$ cat src/rtl/spi_ram_pkg.sv
// Shared types and constants for the SPI-to-RAM wrapper: FSM states,
// command encodings and the frame/response widths.
package spi_ram_pkg;

    localparam int CMD_W  = 10;
    localparam int DATA_W = 8;

    localparam logic [1:0] CMD_WR_ADDR = 2'b00;
    localparam logic [1:0] CMD_WR_DATA = 2'b01;
    localparam logic [1:0] CMD_RD_ADDR = 2'b10;
    localparam logic [1:0] CMD_RD_DATA = 2'b11;

    typedef enum logic [2:0] {
        IDLE,
        CHK_CMD,
        WRITE,
        READ_ADD,
        READ_DATA
    } state_t;

endpackage

$ cat src/rtl/spi_piso_shifter.sv
// Parallel-in/serial-out shifter, MSB first. With SPI_MISO_PARITY_EN defined
// an even-parity bit follows the data bits; otherwise only the data is sent.
module spi_piso_shifter #(
    parameter int DATA_W = 8
) (
    input  logic              clk,
    input  logic              rst_n,
    input  logic              i_clear,
    input  logic              i_load,
    input  logic [DATA_W-1:0] i_data,
    output logic              o_serial
);

`ifdef SPI_MISO_PARITY_EN
    localparam int TAIL_BITS = DATA_W;
`else
    localparam int TAIL_BITS = DATA_W - 1;
`endif
    localparam int CNT_W = $clog2(DATA_W + 1);

    logic [DATA_W-1:0] r_sreg;
    logic [CNT_W-1:0]  r_cnt;
    logic              r_out;
    logic              r_busy;
    logic              w_tail;

    // The parity bit rides in the LSB so it falls out right after data bit 0.
`ifdef SPI_MISO_PARITY_EN
    assign w_tail = ^i_data;
`else
    assign w_tail = 1'b0;
`endif

    always_ff @(posedge clk or negedge rst_n) begin
        if (!rst_n) begin
            r_sreg <= '0;
            r_cnt  <= '0;
            r_out  <= 1'b0;
            r_busy <= 1'b0;
        end else if (i_clear) begin
            r_sreg <= '0;
            r_cnt  <= '0;
            r_out  <= 1'b0;
            r_busy <= 1'b0;
        end else if (i_load) begin
            r_out  <= i_data[DATA_W-1];
            r_sreg <= {i_data[DATA_W-2:0], w_tail};
            r_cnt  <= CNT_W'(TAIL_BITS);
            r_busy <= 1'b1;
        end else if (r_busy) begin
            if (r_cnt != '0) begin
                r_out  <= r_sreg[DATA_W-1];
                r_sreg <= {r_sreg[DATA_W-2:0], 1'b0};
                r_cnt  <= r_cnt - 1'b1;
            end else begin
                r_out  <= 1'b0;
                r_busy <= 1'b0;
            end
        end
    end

    assign o_serial = r_out;

endmodule

$ cat src/rtl/spi_slave_frontend.sv
// SPI slave in front of the wrapper RAM: deserializes 10-bit command frames
// and serializes read data onto MISO (parity bit when SPI_MISO_PARITY_EN).
module spi_slave_frontend #(
    parameter int CMD_W  = spi_ram_pkg::CMD_W,
    parameter int DATA_W = spi_ram_pkg::DATA_W
) (
    input  logic              clk,
    input  logic              rst_n,
    input  logic              SS_n,
    input  logic              MOSI,
    output logic              MISO,
    output logic [CMD_W-1:0]  rx_data,
    output logic              rx_valid,
    input  logic [DATA_W-1:0] tx_data,
    input  logic              tx_valid
);
    import spi_ram_pkg::*;

    localparam logic [3:0] FRAME_BITS = 4'(CMD_W);

    state_t           r_state;
    state_t           w_next;
    logic [3:0]       r_cnt;
    logic [CMD_W-2:0] r_shift;
    logic [CMD_W-1:0] r_rx_data;
    logic             r_rx_valid;
    logic             r_rd_addr_seen;
    logic             r_resp_taken;
    logic             w_in_frame;
    logic             w_sample;
    logic             w_last;
    logic             w_load;

    assign w_in_frame = (r_state == WRITE) || (r_state == READ_ADD) ||
                        (r_state == READ_DATA);
    assign w_sample   = !SS_n && ((r_state == CHK_CMD) ||
                                  (w_in_frame && (r_cnt < FRAME_BITS)));
    assign w_last     = w_sample && w_in_frame && (r_cnt == FRAME_BITS - 4'd1);
    // A full frame has been counted once r_cnt reaches FRAME_BITS; only then
    // does a read-data frame listen for the RAM response, and only once.
    assign w_load     = !SS_n && (r_state == READ_DATA) && (r_cnt == FRAME_BITS) &&
                        !r_resp_taken && tx_valid;

    always_ff @(posedge clk or negedge rst_n) begin
        if (!rst_n) begin
            r_state <= IDLE;
        end else begin
            r_state <= w_next;
        end
    end

    always_comb begin
        w_next = r_state;
        case (r_state)
            IDLE: begin
                if (!SS_n) w_next = CHK_CMD;
            end
            CHK_CMD: begin
                if (SS_n)                w_next = IDLE;
                else if (!MOSI)          w_next = WRITE;
                else if (r_rd_addr_seen) w_next = READ_DATA;
                else                     w_next = READ_ADD;
            end
            WRITE, READ_ADD, READ_DATA: begin
                if (SS_n) w_next = IDLE;
            end
            default: w_next = IDLE;
        endcase
    end

    always_ff @(posedge clk or negedge rst_n) begin
        if (!rst_n) begin
            r_cnt          <= '0;
            r_shift        <= '0;
            r_rx_data      <= '0;
            r_rx_valid     <= 1'b0;
            r_rd_addr_seen <= 1'b0;
            r_resp_taken   <= 1'b0;
        end else begin
            r_rx_valid <= w_last;
            if (w_last) begin
                r_rx_data <= {r_shift, MOSI};
            end
            if (w_sample) begin
                r_shift <= {r_shift[CMD_W-3:0], MOSI};
            end
            if (SS_n) begin
                r_cnt        <= '0;
                r_resp_taken <= 1'b0;
            end else begin
                if (w_sample && (r_cnt != 4'hF)) begin
                    r_cnt <= r_cnt + 4'd1;
                end
                if (w_load) begin
                    r_resp_taken <= 1'b1;
                end
            end
            // Only a completed frame may change the read-pair tracking.
            if (w_last) begin
                if (r_state == READ_ADD)       r_rd_addr_seen <= 1'b1;
                else if (r_state == READ_DATA) r_rd_addr_seen <= 1'b0;
            end
        end
    end

    spi_piso_shifter #(
        .DATA_W (DATA_W)
    ) u_piso (
        .clk      (clk),
        .rst_n    (rst_n),
        .i_clear  (SS_n),
        .i_load   (w_load),
        .i_data   (tx_data),
        .o_serial (MISO)
    );

    assign rx_data  = r_rx_data;
    assign rx_valid = r_rx_valid;

endmodule

$ cat config.mk
export PLATFORM = sky130hd
export DESIGN_NAME = spi_slave_frontend
export DESIGN_NICKNAME = d
export VERILOG_FILES = /design/src/rtl/spi_ram_pkg.sv /design/src/rtl/spi_piso_shifter.sv /design/src/rtl/spi_slave_frontend.sv
export SDC_FILE = /design/constraint.sdc
export NUM_CORES = 1
export LEC_CHECK = 0
export BUFFER_PORTS_ARGS = -buffer_cell sky130_fd_sc_hd__buf_2
export CORE_MARGIN = 2
export CORE_UTILIZATION = 61
export DETAILED_ROUTE_END_ITERATION = 8
export GPL_TIMING_DRIVEN = 0
export PLACE_DENSITY = 0.83
export SYNTH_ARGS = -nofsm -noshare
export SYNTH_HDL_FRONTEND = slang
export SYNTH_SLANG_ARGS = --single-unit
$ cat constraint.sdc
create_clock -name clk -period 3 [get_ports clk]
set_input_delay 0.6 -clock clk [delete_from_list [all_inputs] [get_ports clk]]
set_output_delay 0.6 -clock clk [all_outputs]
set_load 0.05 [all_outputs]
* Word-level counts from Yosys, hierarchy flattened *
Index checks and enable logic that the tools add are counted.

storage, ports and cells
  bits in registers = 43
  bits of input ports = 13
  output and inout bits = 12
  logic and storage cells = 76

cells by class
  $add $sub $neg = 2
  magnitude comparators = 1
  eq/ne operators = 9
  muxes and demuxes = 28
  reduce and logical (&&, ||, !) cells = 25

operator list
  kind                   number
  $mux W8                4
  $mux W4                6
  $mux W3                5
  $mux W1                12
  $logic_and A1 B1 Y1    9
  $pmux W3 S3            1
  $eq A4 B4 Y1 const B   2
  $eq A3 B2 Y1 const B   2
  $reduce_and A2 Y1      3
  $reduce_bool A2 Y1     3
  $reduce_bool A3 Y1     2
  $add A4 B1 Y4 const B  1
  $lt A4 B4 Y1 const B   1
  $ne A2 B2 Y1 const B   2
  $ne A4 B4 Y1 const B   1
  $reduce_bool A4 Y1     1
  $sub A4 B1 Y4 const B  1
  $eq A3 B1 Y1 const B   1
  $eq A3 B3 Y1 const B   1
  $logic_not A3 Y1       1
  $logic_or A1 B1 Y1     3
  $reduce_or A3 Y1       1
  $logic_not A1 Y1       2

* Logic depth before layout (Yosys ltp) *
  word-level depth = 9
  mapped depth = 7
  depth with buffers taken out = 6

* Cells and area by module *
From an unflattened synthesis, not the netlist that was laid out.

second synthesis, totals
  cell total of the unflattened synthesis = 178
  area total of the unflattened synthesis = 2030.7 um^2

by module, submodules not included
  module              times used  cells an instance  area an instance (um^2)  sequential area each (um^2)
  spi_slave_frontend  1           104                1360.1                   725.7
  spi_piso_shifter    1           74                 670.6                    325.3

* Least setup slack after synthesis *
Ideal clock, no wire load.

  kind = register to register
  start = register u_piso.r_cnt[0]
  end = register u_piso.r_cnt[1]
  library setup time = 0.083 ns
  arrival time = 1.670 ns
  data required time = 2.917 ns
  path slack = 1.247 ns
  stages on the path, launching flop included = 8
  path buffers = 1
  period minus slack after synthesis = 1.753 ns
  path through = dfrtp_1 > inv_1 > ha_1 > or3b_1 > clkbuf_1 > nand2_4 > mux2_2 > o21ai_0

between the ends
  word-level cells in the longest chain between the ends = 5
  elaborated cells on any way between the ends = 8
  classes of those cells = 1 x add/sub; 4 x mux; 3 x reduce/logical

RTL lines
  item                    line                    RTL
  from (decl)             spi_piso_shifter.sv:22  logic [CNT_W-1:0] r_cnt;
  from (signal assigned)  spi_piso_shifter.sv:48  r_cnt <= CNT_W'(TAIL_BITS);
  from (signal assigned)  spi_piso_shifter.sv:54  r_cnt <= r_cnt - 1'b1;
  $sub A4 B1 Y4           spi_piso_shifter.sv:54
  $mux W4                 spi_piso_shifter.sv:51  if (r_cnt != '0) begin
  $mux W4                 spi_piso_shifter.sv:50  end else if (r_busy) begin
  $mux W4                 spi_piso_shifter.sv:45  end else if (i_load) begin
  $mux W4                 spi_piso_shifter.sv:40  end else if (i_clear) begin

Several ways; a longest one is shown, not always the timed one. The select of a mux whose other input is x is not followed.
A chain may end at the register's enable or synchronous reset.

* Worst setup path in the final report *
Same ends and word-level chain as after synthesis.

==> impl_metrics.py <==
metrics = {
    "placed_design": {
        "numPortBuffers": 23,
        "place_area_mm2": 0.00216,
        "place_hpwl_um": 2460,
        "post-place-ws_ns": 1.10,
        "gp_congestion": 0.809,
    },
    "die": {
        "core.rowCount": 20,
        "die_y_um": 61.1,
        "die-area_mm2": 0.00374,
        "die-width_um": 61.1,
        "pin_count": 25,
        "fp.coreArea_mm2": 0.00308,
        "start_util_pct": 64.7,
    },
    "global_routing": {
        "grt_usage_pct": 21.9,
        "antenna_found_initial": 0,
        "grt-ovfl-total": 0,
        "grt_pass1_wl_um": 5760,
        "grt_max_degree": 43,
        "grt_pass1_vias": 1311,
    },
    "power_and_ir_drop": {
        "clkPwrFrac_pct": 21.9,
        "seqPwrFrac_pct": 55.2,
        "comb_power_share_pct": 22.9,
        "power_density_mw_per_mm2": 583,
        "vdd_drop_max_v": 0.000570,
        "p_switching_w": 0.000381,
        "power_w": 0.00130,
        "p_int_w": 0.000915,
        "power_switching_share_pct": 29.4,
        "p_leak_nw": 1.15,
    },
    "sta": {
        "maxSlewViolCount": 0,
        "setup_slack_ns": 1.08,
        "setup_violations": 0,
        "min_period_over_period_pct": 64.2,
        "finClkSkew_ns": 0.00640,
        "finalHoldViolCount": 0,
        "rsz0062_at_grt": "no",
        "timing.hold.ws_ns": 0.363,
        "fin_crit_ns": 1.92,
        "relSlewSlack_pct": 39.7,
        "max_freq_mhz": 519,
        "tightest_slew_ns": 0.904,
        "tns_ns": 0,
    },
    "yosys": {
        "yosysTopAreaCell": "dfrtp_1",
        "synth_edf_count": 0,
        "synth_top_area_share_pct": 52.8,
        "synth_nets": 186,
        "yosys-top-cells-area": "dfrtp_1 (53%), mux2_2 (12%), mux2i_1 (3.5%), o21ai_0 (3.3%), ha_1 (2.5%)",
        "yosysWarnings": 0,
        "yosysSeqAreaShare_pct": 52.8,
        "netlist_area_mm2": 0.00199,
        "synth_seq_cells": 42,
        "async_flop_share_pct": 100,
        "syn_avg_cell_area_um2": 11.8,
        "synth-main-ff-cell": "dfrtp_1",
        "synthCells": 169,
        "synth_cell_types": 41,
    },
    "critical_path": {
        "worstPathArrival_ns": 2.20,
        "r2r-start": "u_piso.r_cnt[0]",
        "criticalPathCategory": "flop to flop",
        "critPathLaunchType": "flop",
        "cp_max_fo": 10,
        "rr_worst_depth": 7,
        "reg2reg_slack_ns": 1.08,
        "critPathCaptureType": "flop",
        "required_ns": 3.28,
        "reg2reg_to": "u_piso.r_cnt[1]",
    },
    "drt": {
        "wl_um": 3430,
        "ant_nets": 0,
        "avgViaCountPerCell": 5.42,
        "first_iter_violations": 47,
        "route.detailed.drc": 0,
        "drt-wirelength-per-cell_um": 14.0,
        "dr_total_vias": 1323,
        "drt_first_pass_iters": 4,
    },
    "clock_network": {
        "clk_pin_slew_ns": 0.12,
        "post-cts-setup-buffers": 0,
        "htreeDepth": 2,
        "tritoncts": "done",
        "clock-sinks": 42,
        "clock_path_buffers": 2,
        "clock_latency_ns": 0.35,
        "postCtsResizedCells": 0,
        "ctsHoldBuffers": 0,
        "numCtsBuffers": 5,
        "cts-root-buf": "clkbuf_4",
    },
    "finish": {
        "area_growth_pct": 11.6,
        "n_antenna_cell": 0,
        "seqCellArea_mm2": 0.00105,
        "finalInstanceArea_mm2": 0.00222,
        "drive_gt1_share_pct": 32.0,
        "nets": 216,
        "fillCellCount": 216,
        "multi_input_area_um2": 855,
    },
    "flow_run": {
        "cap_viol_max_count": 0,
    },
    "worst_hold_path": {
        "holdCritPathClass": "input pin to asynchronous set/reset pin",
    },
    "outcome": {
        "status": "finished clean",
    },
}
==> synth_stat cells, types with 3 or more instances <==
cell	number
dfrtp_1	42
nand2_1	12
nor3_1	9
inv_1	8
o21ai_0	13
a21oi_1	3
nor2b_1	4
mux2_2	21
nor2_1	6
mux2i_1	7
ha_1	4
nand3_1	3
==> through the flow <==
stage	cells	util (%)
6_report	244	72.2
5_1_grt	244	72.2
4_1_cts	244	72.2
3_5_place_dp	236	70.2
3_3_place_gp	236	70.2
2_1_floorplan	169	-
==> worst max path at each step <==
stage	end	slack, ns	cells past startpoint	from
final	u_piso.r_cnt[1]	1.08	7	u_piso.r_cnt[0]
after CTS	u_piso.r_cnt[1]	1.07	7	u_piso.r_cnt[0]
after floorplan	u_piso.r_cnt[1]	1.25	7	u_piso.r_cnt[0]
after global routing	u_piso.r_cnt[1]	0.97	7	u_piso.r_cnt[0]
after detailed placement	u_piso.r_cnt[1]	1.10	7	u_piso.r_cnt[0]
after global placement	u_piso.r_cnt[1]	1.16	7	u_piso.r_cnt[0]
==> power by group through the flow <==
stage                     sequential (W)  clock (W)  combinational, W
after floorplan                 0.000707          0          0.000240
after global placement          0.000721          0          0.000283
after detailed placement        0.000727          0          0.000299
after CTS                       0.000715   0.000296          0.000299
after global routing            0.000731   0.000318          0.000332
final                           0.000715   0.000284          0.000297
==> critical path, stage by stage, from the launching register on <==
cell and delay (ns):
dfrtp_1 0.39, inv_1 0.09, ha_1 0.20, or3b_1 0.35, clkbuf_1 0.16, nand2_4 0.18
mux2_2 0.35, o21ai_0 0.13
==> routing by layer <==
| metal | up-vias | share of wire, % | track usage [%] |
|---|---|---|---|
| met1 | 638 | 44 | 25.6 |
| met2 | 23 | 50 | 36.6 |
| met5 | - | 0 | 0 |
| li1 | 657 | - | - |
| met3 | 5 | 3.8 | 6.30 |
| met4 | 0 | 2.0 | 11.2 |
==> flip-flops by register name, summed over array words and instances, names as in the netlist, 3 cells and up <==
signal / count
r_shift: 9
u_piso.r_sreg: 7
r_state: 3
r_cnt: 4
u_piso.r_cnt: 4
rx_data: 10
==> logic make-up (layout without fill, tap and decap cells) <==
logic type | count (synthesis) | after routing | share of synthesized area [%]
AO/OA/AOI/OAI | 28 | 28 | 9.30
XOR/XNOR | 2 | 2 | 0.880
adder cells (fa/ha/maj) | 4 | 4 | 2.51
buffers and inverters | 16 | 47 | 4.27
flip-flops | 42 | 42 | 52.8
multiplexers | 29 | 29 | 16.0
AND/OR/NAND/NOR | 48 | 48 | 14.3
==> cell usage in the layout (no fill, tap or decap), types with 3 or more instances in the layout <==
master    instances
a21oi_1           3
buf_2            25
clkbuf_1          3
clkbuf_4          5
dfrtp_1          42
ha_1              4
inv_1             8
mux2_2           21
mux2i_1           7
nand2_1          12
nand3_1           3
nor2_1            6
nor2b_1           4
nor3_1            9
o21ai_0          13
==> cell type report <==
type	count	share of cell area, %
clock buffer	7	2.48
timing repair buffer	23	5.18
clock inverter	1	0.225
sequential	42	47.3
inverter	8	1.35
buffer	8	2.48
multi-input combinational	111	38.5
tap	44	2.48
No activity file was read; power rests on OpenSTA's default activity.
